File: config.mk
export PLATFORM = sky130hd
export DESIGN_NAME = sar_scan_sequencer
export DESIGN_NICKNAME = d
export VERILOG_FILES = /design/src/rtl/sar_scan_sequencer.sv
export SDC_FILE = /design/constraint.sdc
export NUM_CORES = 1
export LEC_CHECK = 0
export BUFFER_PORTS_ARGS = -buffer_cell sky130_fd_sc_hd__buf_2
export CAP_MARGIN = 20
export CORE_ASPECT_RATIO = 0.7
export CORE_MARGIN = 4
export CORE_UTILIZATION = 45
export CTS_CLUSTER_DIAMETER = 200
export DETAILED_ROUTE_END_ITERATION = 10
export GPL_TIMING_DRIVEN = 0
export HOLD_SLACK_MARGIN = 0.08
export SKIP_LAST_GASP = 1
export SYNTH_ARGS = -nofsm -noshare
export SYNTH_HDL_FRONTEND = slang
export SYNTH_SLANG_ARGS = --single-unit
File: constraint.sdc
create_clock -name clk -period 4.6 [get_ports clk]
set_input_delay 0.46 -clock clk [delete_from_list [all_inputs] [get_ports clk]]
set_output_delay 0.46 -clock clk [all_outputs]
set_load 0.005 [all_outputs]
File: src/rtl/sar_scan_sequencer.sv
// Round-robin scan scheduler sharing one SAR ADC across an analog mux: select, settle,
// convert, average 2**AVG_LOG2 samples and emit one tagged result per enabled channel.
module sar_scan_sequencer #(
   parameter int ADC_WIDTH   = 8,
   parameter int NUM_CH      = 4,
   parameter int CH_W        = 2,
   parameter int SETTLE_CYC  = 2,
   parameter int AVG_LOG2    = 2,
   parameter int TIMEOUT_CYC = 20
) (
   input  logic                 clk,
   input  logic                 rst,
   input  logic                 en,
   input  logic                 single,
   input  logic [NUM_CH-1:0]    ch_mask,
   output logic [CH_W-1:0]      mux_sel,
   output logic                 adc_start,
   input  logic                 adc_den,
   input  logic [ADC_WIDTH-1:0] adc_dout,
   output logic                 res_valid,
   output logic [CH_W-1:0]      res_ch,
   output logic [ADC_WIDTH-1:0] res_data,
   output logic                 scan_done,
   output logic                 timeout_err,
   output logic                 busy
);

   localparam int ACC_W    = ADC_WIDTH + AVG_LOG2;
   localparam int CNT_W    = AVG_LOG2 + 1;
   localparam int PTR_W    = CH_W + 1;
   localparam int SETTLE_W = $clog2(SETTLE_CYC + 1);
   localparam int WAIT_W   = $clog2(TIMEOUT_CYC + 1);
   localparam int NSAMP    = 1 << AVG_LOG2;

   typedef enum logic [2:0] {
      S_IDLE, S_SELECT, S_SETTLE, S_START, S_WAIT, S_ACC, S_OUT
   } state_t;

   typedef struct packed {
      logic            found;
      logic [CH_W-1:0] idx;
   } hit_t;

   state_t               state, state_n;
   logic [NUM_CH-1:0]    mask_q;
   logic                 single_q;
   logic [PTR_W-1:0]     ptr;
   logic [ACC_W-1:0]     acc;
   logic [ADC_WIDTH-1:0] sample_q;
   logic [CNT_W-1:0]     sample_cnt;
   logic [SETTLE_W-1:0]  settle_cnt;
   logic [WAIT_W-1:0]    wait_cnt;

   logic                 adc_start_d, res_valid_d, scan_done_d, timeout_d, busy_d;
   logic                 relatch, last_sample, wait_expired;
   logic [PTR_W-1:0]     ptr_after;
   logic [ACC_W-1:0]     acc_sum;
   hit_t                 sel_hit, next_hit;

   // Lowest enabled channel at or above the pointer; descending scan lets the lowest win.
   function automatic hit_t find_ch(input logic [NUM_CH-1:0] m, input logic [PTR_W-1:0] p);
      hit_t h;
      h = '0;
      for (int i = NUM_CH - 1; i >= 0; i--) begin
         if (m[i] && i >= int'(p)) begin
            h.found = 1'b1;
            h.idx   = CH_W'(i);
         end
      end
      return h;
   endfunction

   assign ptr_after    = {1'b0, mux_sel} + PTR_W'(1);
   assign sel_hit      = find_ch(mask_q, ptr);
   assign next_hit     = find_ch(mask_q, ptr_after);
   assign acc_sum      = acc + ACC_W'(sample_q);
   assign last_sample  = (sample_cnt == CNT_W'(NSAMP - 1));
   assign wait_expired = (wait_cnt == WAIT_W'(TIMEOUT_CYC - 1));

   // NOTE: sequential state uses <= so every flop samples pre-edge values regardless of statement order.
   always_ff @(posedge clk or posedge rst) begin
      if (rst) state <= S_IDLE;
      else     state <= state_n;
   end

   always_comb begin
      // NOTE: default first so every path assigns state_n and no latch is inferred.
      state_n = state;
      case (state)
         S_IDLE:   if (en && |ch_mask) state_n = S_SELECT;
         S_SELECT: begin
            if (sel_hit.found)                             state_n = S_SETTLE;
            else if (single_q || !en || ch_mask == '0)     state_n = S_IDLE;
            else                                           state_n = S_SELECT;
         end
         S_SETTLE: if (settle_cnt == SETTLE_W'(SETTLE_CYC - 1)) state_n = S_START;
         S_START:  state_n = S_WAIT;
         S_WAIT: begin
            if (adc_den)           state_n = S_ACC;
            else if (wait_expired) state_n = S_SELECT;
         end
         S_ACC:    state_n = last_sample ? S_OUT : S_START;
         S_OUT:    state_n = S_SELECT;
         default:  state_n = S_IDLE;
      endcase
   end

   // Outputs are decoded from the upcoming state and registered, so they line up with it.
   always_comb begin
      adc_start_d = (state_n == S_START);
      res_valid_d = (state_n == S_OUT);
      timeout_d   = (state == S_WAIT) && (state_n == S_SELECT);
      scan_done_d = ((state == S_OUT) || timeout_d) && !next_hit.found;
      busy_d      = (state_n != S_IDLE);
      relatch     = (state_n == S_SELECT) && (state == S_IDLE || state == S_SELECT);
   end

   always_ff @(posedge clk or posedge rst) begin
      if (rst) begin
         mux_sel     <= '0;
         adc_start   <= 1'b0;
         res_valid   <= 1'b0;
         res_ch      <= '0;
         res_data    <= '0;
         scan_done   <= 1'b0;
         timeout_err <= 1'b0;
         busy        <= 1'b0;
         mask_q      <= '0;
         single_q    <= 1'b0;
         ptr         <= '0;
         acc         <= '0;
         sample_q    <= '0;
         sample_cnt  <= '0;
         settle_cnt  <= '0;
         wait_cnt    <= '0;
      end else begin
         adc_start   <= adc_start_d;
         res_valid   <= res_valid_d;
         scan_done   <= scan_done_d;
         timeout_err <= timeout_d;
         busy        <= busy_d;
         if (relatch) begin
            mask_q   <= ch_mask;
            single_q <= single;
            ptr      <= '0;
         end
         case (state)
            S_SELECT: if (sel_hit.found) begin
               mux_sel    <= sel_hit.idx;
               acc        <= '0;
               sample_cnt <= '0;
               settle_cnt <= '0;
            end
            S_SETTLE: settle_cnt <= settle_cnt + SETTLE_W'(1);
            S_START:  wait_cnt <= WAIT_W'(1);
            S_WAIT: begin
               wait_cnt <= wait_cnt + WAIT_W'(1);
               if (adc_den)           sample_q <= adc_dout;
               else if (wait_expired) ptr      <= ptr_after;
            end
            S_ACC: begin
               acc        <= acc_sum;
               sample_cnt <= sample_cnt + CNT_W'(1);
               if (last_sample) begin
                  res_data <= ADC_WIDTH'(acc_sum >> AVG_LOG2);
                  res_ch   <= mux_sel;
               end
            end
            S_OUT:    ptr <= ptr_after;
            default:  ;
         endcase
      end
   end

endmodule

==> results of run 1 <==
## sequential cells by signal (all words and copies together) (netlist names)
register	flops
state	3
adc_start	1
single_q	1
sample_cnt	3
mux_sel	2
ptr	3
timeout_err	1
mask_q	4
sample_q	8
settle_cnt	2
res_ch	2
scan_done	1
res_data	8
res_valid	1
acc	10
busy	1
wait_cnt	5
## power breakdown
part | switching [µW] | leakage (µW) | internal (µW)
combinational | 402 | 0.000786 | 315
clock | 155 | 0.0000552 | 162
sequential | 110 | 0.000736 | 629
## area by class of cell
cell class	instances	share of cell area
clock buffer	6	0.0228
timing repair buffer	34	0.0605
buffer	10	0.0122
multi-input combinational	190	0.408
sequential	56	0.440
tap	75	0.0295
inverter	13	0.0153
clock inverter	2	0.0110
## worst max-delay path: stages, from the launching register on
cell      delay, ns
dfrtp_1        0.38
clkbuf_2       0.17
or3b_4         0.44
a21oi_1        0.45
clkbuf_1       0.46
nand3_1        0.15
o21ai_0        0.10
## kinds of logic after synthesis
group                      count (synthesis)  share of synthesized area
adders and majority gates                 18                     0.0834
xor gates and xnor gates                   7                     0.0220
muxes                                     14                     0.0561
and+or+nand+nor                           78                      0.143
buffers and inverters                     23                     0.0314
AOI/OAI and AO/OA                         73                      0.162
DFF                                       56                      0.502
## through the flow
| step | utilization | cell area [µm²] | total power (µW) | instances | hold slack, ns |
|---|---|---|---|---|---|
| 3_3_place_gp | 0.519 | 3050 | 1440 | 377 | 0.459 |
| 3_5_place_dp | 0.524 | 3080 | 1460 | 378 | 0.470 |
| 5_1_grt | 0.542 | 3180 | 1940 | 386 | 0.353 |
| 4_1_cts | 0.542 | 3180 | 1790 | 386 | 0.311 |
| 6_report | 0.542 | 3180 | 1770 | 386 | 0.285 |
| 2_1_floorplan | - | 2790 | 1270 | 269 | 0.456 |
## worst min-delay path by stage
stage                              to  depth (start not counted)        start
final                     wait_cnt[4]                          2          rst
after global routing      wait_cnt[4]                          2          rst
after CTS                 wait_cnt[4]                          2          rst
after detailed placement  res_data[2]                          2  res_data[2]
after global placement    res_data[7]                          2  res_data[7]
after floorplan                acc[6]                          2       acc[6]
## metal layers
metal | GRT usage | vias to the layer above
met2 | 0.236 | 30
li1 | - | 1047
met3 | 0.0398 | 2
met4 | 0.0437 | 0
met5 | 0 | -
met1 | 0.275 | 1009
## Yosys cell counts, types with 2 or more instances
master and count:
nand2_1 36, o21ai_0 27, a31oi_1 4, xor2_1 5, or3_1 3, mux2_2 13, dfrtp_1 56, xnor2_1 2
inv_1 13, nor2_1 11, nor2b_1 3, nand3_1 3, clkbuf_1 9, o22ai_1 8, a211o_1 3, a21oi_1 13
nand3b_1 2, a21o_1 3, nor3_1 2, o211ai_1 2, a22o_1 4, and3_1 3, nand2b_1 2, nand4_1 4
ha_1 17
==> results.json, run 1 <==
{
  "grt_max_degree": 36,
  "drtPass1Iterations": 4,
  "dr_total_vias": 2088,
  "hold_path_class": "primary input to asynchronous set/reset pin",
  "relSlewSlack": 0.482,
  "maxCapViolations": 0,
  "ys.flop_type": "dfrtp_1",
  "hold_buffers": 0,
  "clock_skew_ns": 0.00882,
  "grt_pass1_vias": 2083,
  "dieHeight_um": 73.9,
  "post_cts_buffers": 0,
  "synth_edf_count": 0,
  "antenna_found_initial": 0,
  "wl_met1_um": 3230,
  "crit_end": "mux_sel[0]",
  "seqCellArea_um2": 1400,
  "cts_resized": 0,
  "yosys-top-cells-area": "dfrtp_1 (50%), ha_1 (7.6%), mux2_2 (5.2%)",
  "mostFrequentLayoutCells": "dfrtp_1 (56), nand2_1 (36), buf_2 (33), o21ai_0 (27), ha_1 (17)",
  "h-tree-depth": 2,
  "highest_layer": "met4",
  "area_delta_synth_final_pct": 14.1,
  "rsz0062_at_grt": "false",
  "yosysWarnings": 0,
  "layout_setup_ws_ns": 2.37,
  "cts.sinks": 56,
  "drive_above_1_share": 0.193,
  "status": "finished, final reports clean",
  "wire_per_inst_um": 15.0,
  "synth_nets": 304,
  "gp_congestion": 0.832,
  "required_ns": 4.82,
  "grt_pass1_wl_um": 10100,
  "period_minus_slack_ns": 2.23,
  "cts_tree": "yes",
  "crit_fanout": 10,
  "diodes": 0,
  "clk-insertion-delay-late_ns": 0.30,
  "synthArstFlopShare": 1.00,
  "grt.total_usage": 0.174,
  "synth_largest_area_cell": "dfrtp_1",
  "syn_inst": 269,
  "cts_buffers": 5,
  "pin_count": 34,
  "core_area_um2": 5870,
  "dp_hpwl_um": 4270,
  "tns_ns": 0,
  "timing.rr.end": "mux_sel[0]",
  "syn-cell-area_um2": 2790,
  "routed_via_density": 5.41,
  "period_share": 0.484,
  "setup_viol": 0,
  "rrSetupSlack_ns": 2.37,
  "cts_buffer_depth": 2,
  "path_class": "flop to flop",
  "worst_slew_pin_slew_ns": 0.776,
  "seq_area_frac_synth": 0.502,
  "syn_avg_cell_area_um2": 10.4,
  "row_count": 23,
  "dp_slack_ns": 2.38,
  "grt_overflow_total": 0,
  "synth_top_cell_area_share": 0.502,
  "leakagePower_uw": 0.00158,
  "endpoint_kind": "flop",
  "die_area_um2": 7540,
  "start_kind": "flop",
  "port_buffers": 33,
  "finalNetCount": 345,
  "report.final.slew_viol_count": 0,
  "crit_path_start": "state[1]",
  "reg2regPathDepth": 6,
  "hold_viol": 0,
  "yosysUniqueCellTypes": 46,
  "rr_startpoint": "state[1]",
  "start_util": 0.475,
  "drc": 0,
  "ant_nets": 0,
  "clk_pin_slew_ns": 0.10,
  "fmax_ghz": 0.449,
  "fill_cells": 559,
  "wl_met2_um": 2300,
  "final_common_cell": "dfrtp_1",
  "power.density_nw_per_um2": 557,
  "ir_drop_mv": 0.208,
  "met3_length_um": 218,
  "wl_um": 5790,
  "multi_input_area_um2": 1300,
  "cts-root-buf": "clkbuf_8",
  "ys_ff_latch": 56,
  "cp.arrival_ns": 2.45,
  "drtIter0Drc": 120,
  "fp.dieW_um": 102
}
(Power assumes the default switching activity.)
==> inputs of run 2 (changes only) <==
PLACE_DENSITY = 0.67   (was not set)
clock period = 1.8 ns   (was 4.6 ns; I/O delays follow)
==> run 2 against run 1 <==
Fmax is 14% higher; the flow now finishes with violations (setup timing); highest routed layer unchanged; largest power group is now combinational logic; die area stayed put; sequential power grew to 2.6 times the previous value.
==> results.json, run 2 (synthesis gave the netlist of run 1 again) <==
{
  "period_minus_slack_ns": 1.95,
  "cp_num_buf_inv": 0,
  "min-delay-start": "adc_dout[7]",
  "cp_slowest_stage_delay_ns": 0.44,
  "finalNetCount": 370,
  "dieHeight_um": 73.9,
  "h-tree-depth": 2,
  "grt.total_usage": 0.182,
  "setup_viol": 18,
  "rsz0062_at_grt": "true",
  "highest_layer": "met4",
  "fin_area_um2": 3580,
  "clock_skew_ns": 0.00664,
  "critPathSlowestCell": "dfrtp_1",
  "final_common_cell": "dfrtp_1",
  "placed_cell_area_um2": 3100,
  "drtPass1Iterations": 5,
  "fmax_ghz": 0.513,
  "antenna_found_initial": 0,
  "die_area_um2": 7540,
  "fin_cells": 411,
  "wl_um": 6550,
  "core_area_um2": 5870,
  "violations": "setup timing",
  "largest-register": "acc",
  "wl_met2_um": 2930,
  "cts-root-buf": "clkbuf_8",
  "clk_pin_slew_ns": 0.10,
  "reg_top3": "acc x10, res_data x8, sample_q x8",
  "worst_slew_pin_slew_ns": 0.520,
  "cts_buffer_depth": 2,
  "path_depth": 7,
  "area_delta_synth_final_pct": 28.4,
  "power.density_nw_per_um2": 1510,
  "wl_met1_um": 3210,
  "cts.sinks": 56,
  "ant_nets": 0,
  "port_buffers": 33,
  "report.final.slew_viol_count": 0,
  "wire_per_inst_um": 15.9,
  "crit_path_start": "acc[1]",
  "clk-insertion-delay-late_ns": 0.31,
  "grt_overflow_total": 0,
  "utilization": 0.610,
  "fin_hold_ws_ns": 0.0970,
  "routed_via_density": 5.45,
  "row_count": 23,
  "place_inst": 378,
  "cts_tree": "yes",
  "tns_ns": -1.34,
  "cp.arrival_ns": 2.19,
  "endpoint_kind": "flop",
  "required_ns": 2.04,
  "hold_viol": 0,
  "relSlewSlack": 0.653,
  "path_delay_family": "compound AO/OA/AOI/OAI gates",
  "status": "finished, violations left",
  "leakagePower_uw": 0.00176,
  "diodes": 0,
  "crit_end": "acc[9]",
  "reg2regPathDepth": 7,
  "gp_congestion": 0.856,
  "layout_setup_ws_ns": -0.151,
  "path_class": "flop to flop",
  "rrSetupSlack_ns": -0.15,
  "ir_drop_mv": 0.631,
  "drive_above_1_share": 0.360,
  "timing.rr.end": "acc[9]",
  "cts_buffers": 5,
  "drtIter0Drc": 114,
  "grt_max_degree": 35,
  "period_share": 1.08,
  "path_cells": "ha_4, a211o_1, o211ai_1, a21oi_2, a41oi_2, or3_1, o21ai_1",
  "grt_pass1_wl_um": 10600,
  "dr_total_vias": 2238,
  "largest_register_ffs": 10,
  "pin_count": 34,
  "dp_hpwl_um": 4340,
  "mostFrequentLayoutCells": "dfrtp_1 (53), nand2_1 (33), buf_2 (33), buf_4 (24), o21ai_0 (19)",
  "met3_length_um": 351,
  "crit_fanout": 3,
  "rr_startpoint": "acc[1]",
  "start_util": 0.475,
  "fp.dieW_um": 102,
  "drc": 0,
  "fill_cells": 488,
  "hold_path_class": "primary input to flop",
  "grt_pass1_vias": 2118,
  "maxCapViolations": 0,
  "start_kind": "flop"
}
## run 2: area by class of cell
| cell class | instances | area [µm²] | area share |
|---|---|---|---|
| Tap cell | 75 | 93.8 | 0.0262 |
| Timing Repair Buffer | 63 | 424 | 0.118 |
| Clock buffer | 8 | 90.1 | 0.0252 |
| Inverter | 13 | 48.8 | 0.0136 |
| Multi-Input combinational cell | 190 | 1490 | 0.415 |
| Buffer | 6 | 32.5 | 0.00908 |
| Sequential cell | 56 | 1410 | 0.392 |
## run 2: report_power, final
part           switching [µW]  total (µW)  internal [µW]
sequential                310        1920           1610
clock                     402         718            315
combinational            1360        2750           1390
total                    2070        5390           3320
## run 2: repair_timing
action                                  CTS  global route
pin swaps                                16            30
resized for setup                        22            39
hold endpoints to repair                 22             0
endpoints found under the setup margin   42            37
hold buffers                              1             0
setup buffers                            13            15
## run 2: worst register-to-register path: stages (launching register included)
cell and delay [ns]:
dfrtp_1 0.44, ha_4 0.29, a211o_1 0.11, o211ai_1 0.16, a21oi_2 0.28, a41oi_2 0.20
or3_1 0.34, o21ai_1 0.08
## run 2: metrics by stage
stage / power (µW) / worst slack, ns
after floorplan: 3300 / -0.0409
after global placement: 3710 / -0.508
after detailed placement: 3790 / -0.249
after CTS: 4830 / -0.135
after global routing: 5810 / -0.265
final: 5390 / -0.151
## run 2: metal layers
metal,track usage,vias to the layer above
met5,0,-
met4,0.0466,0
met3,0.0408,7
met2,0.251,56
met1,0.284,1086
li1,-,1089
## run 2: worst min path at each step
stage | endpoint | slack, ns | cells after the start
2_1_floorplan | mask_q[0] | 0.33 | 1
5_1_grt | sample_q[6] | 0.09 | 2
3_3_place_gp | single_q | 0.41 | 2
3_5_place_dp | wait_cnt[4] | 0.25 | 2
6_report | sample_q[7] | 0.1 | 2
4_1_cts | sample_q[7] | 0.09 | 2
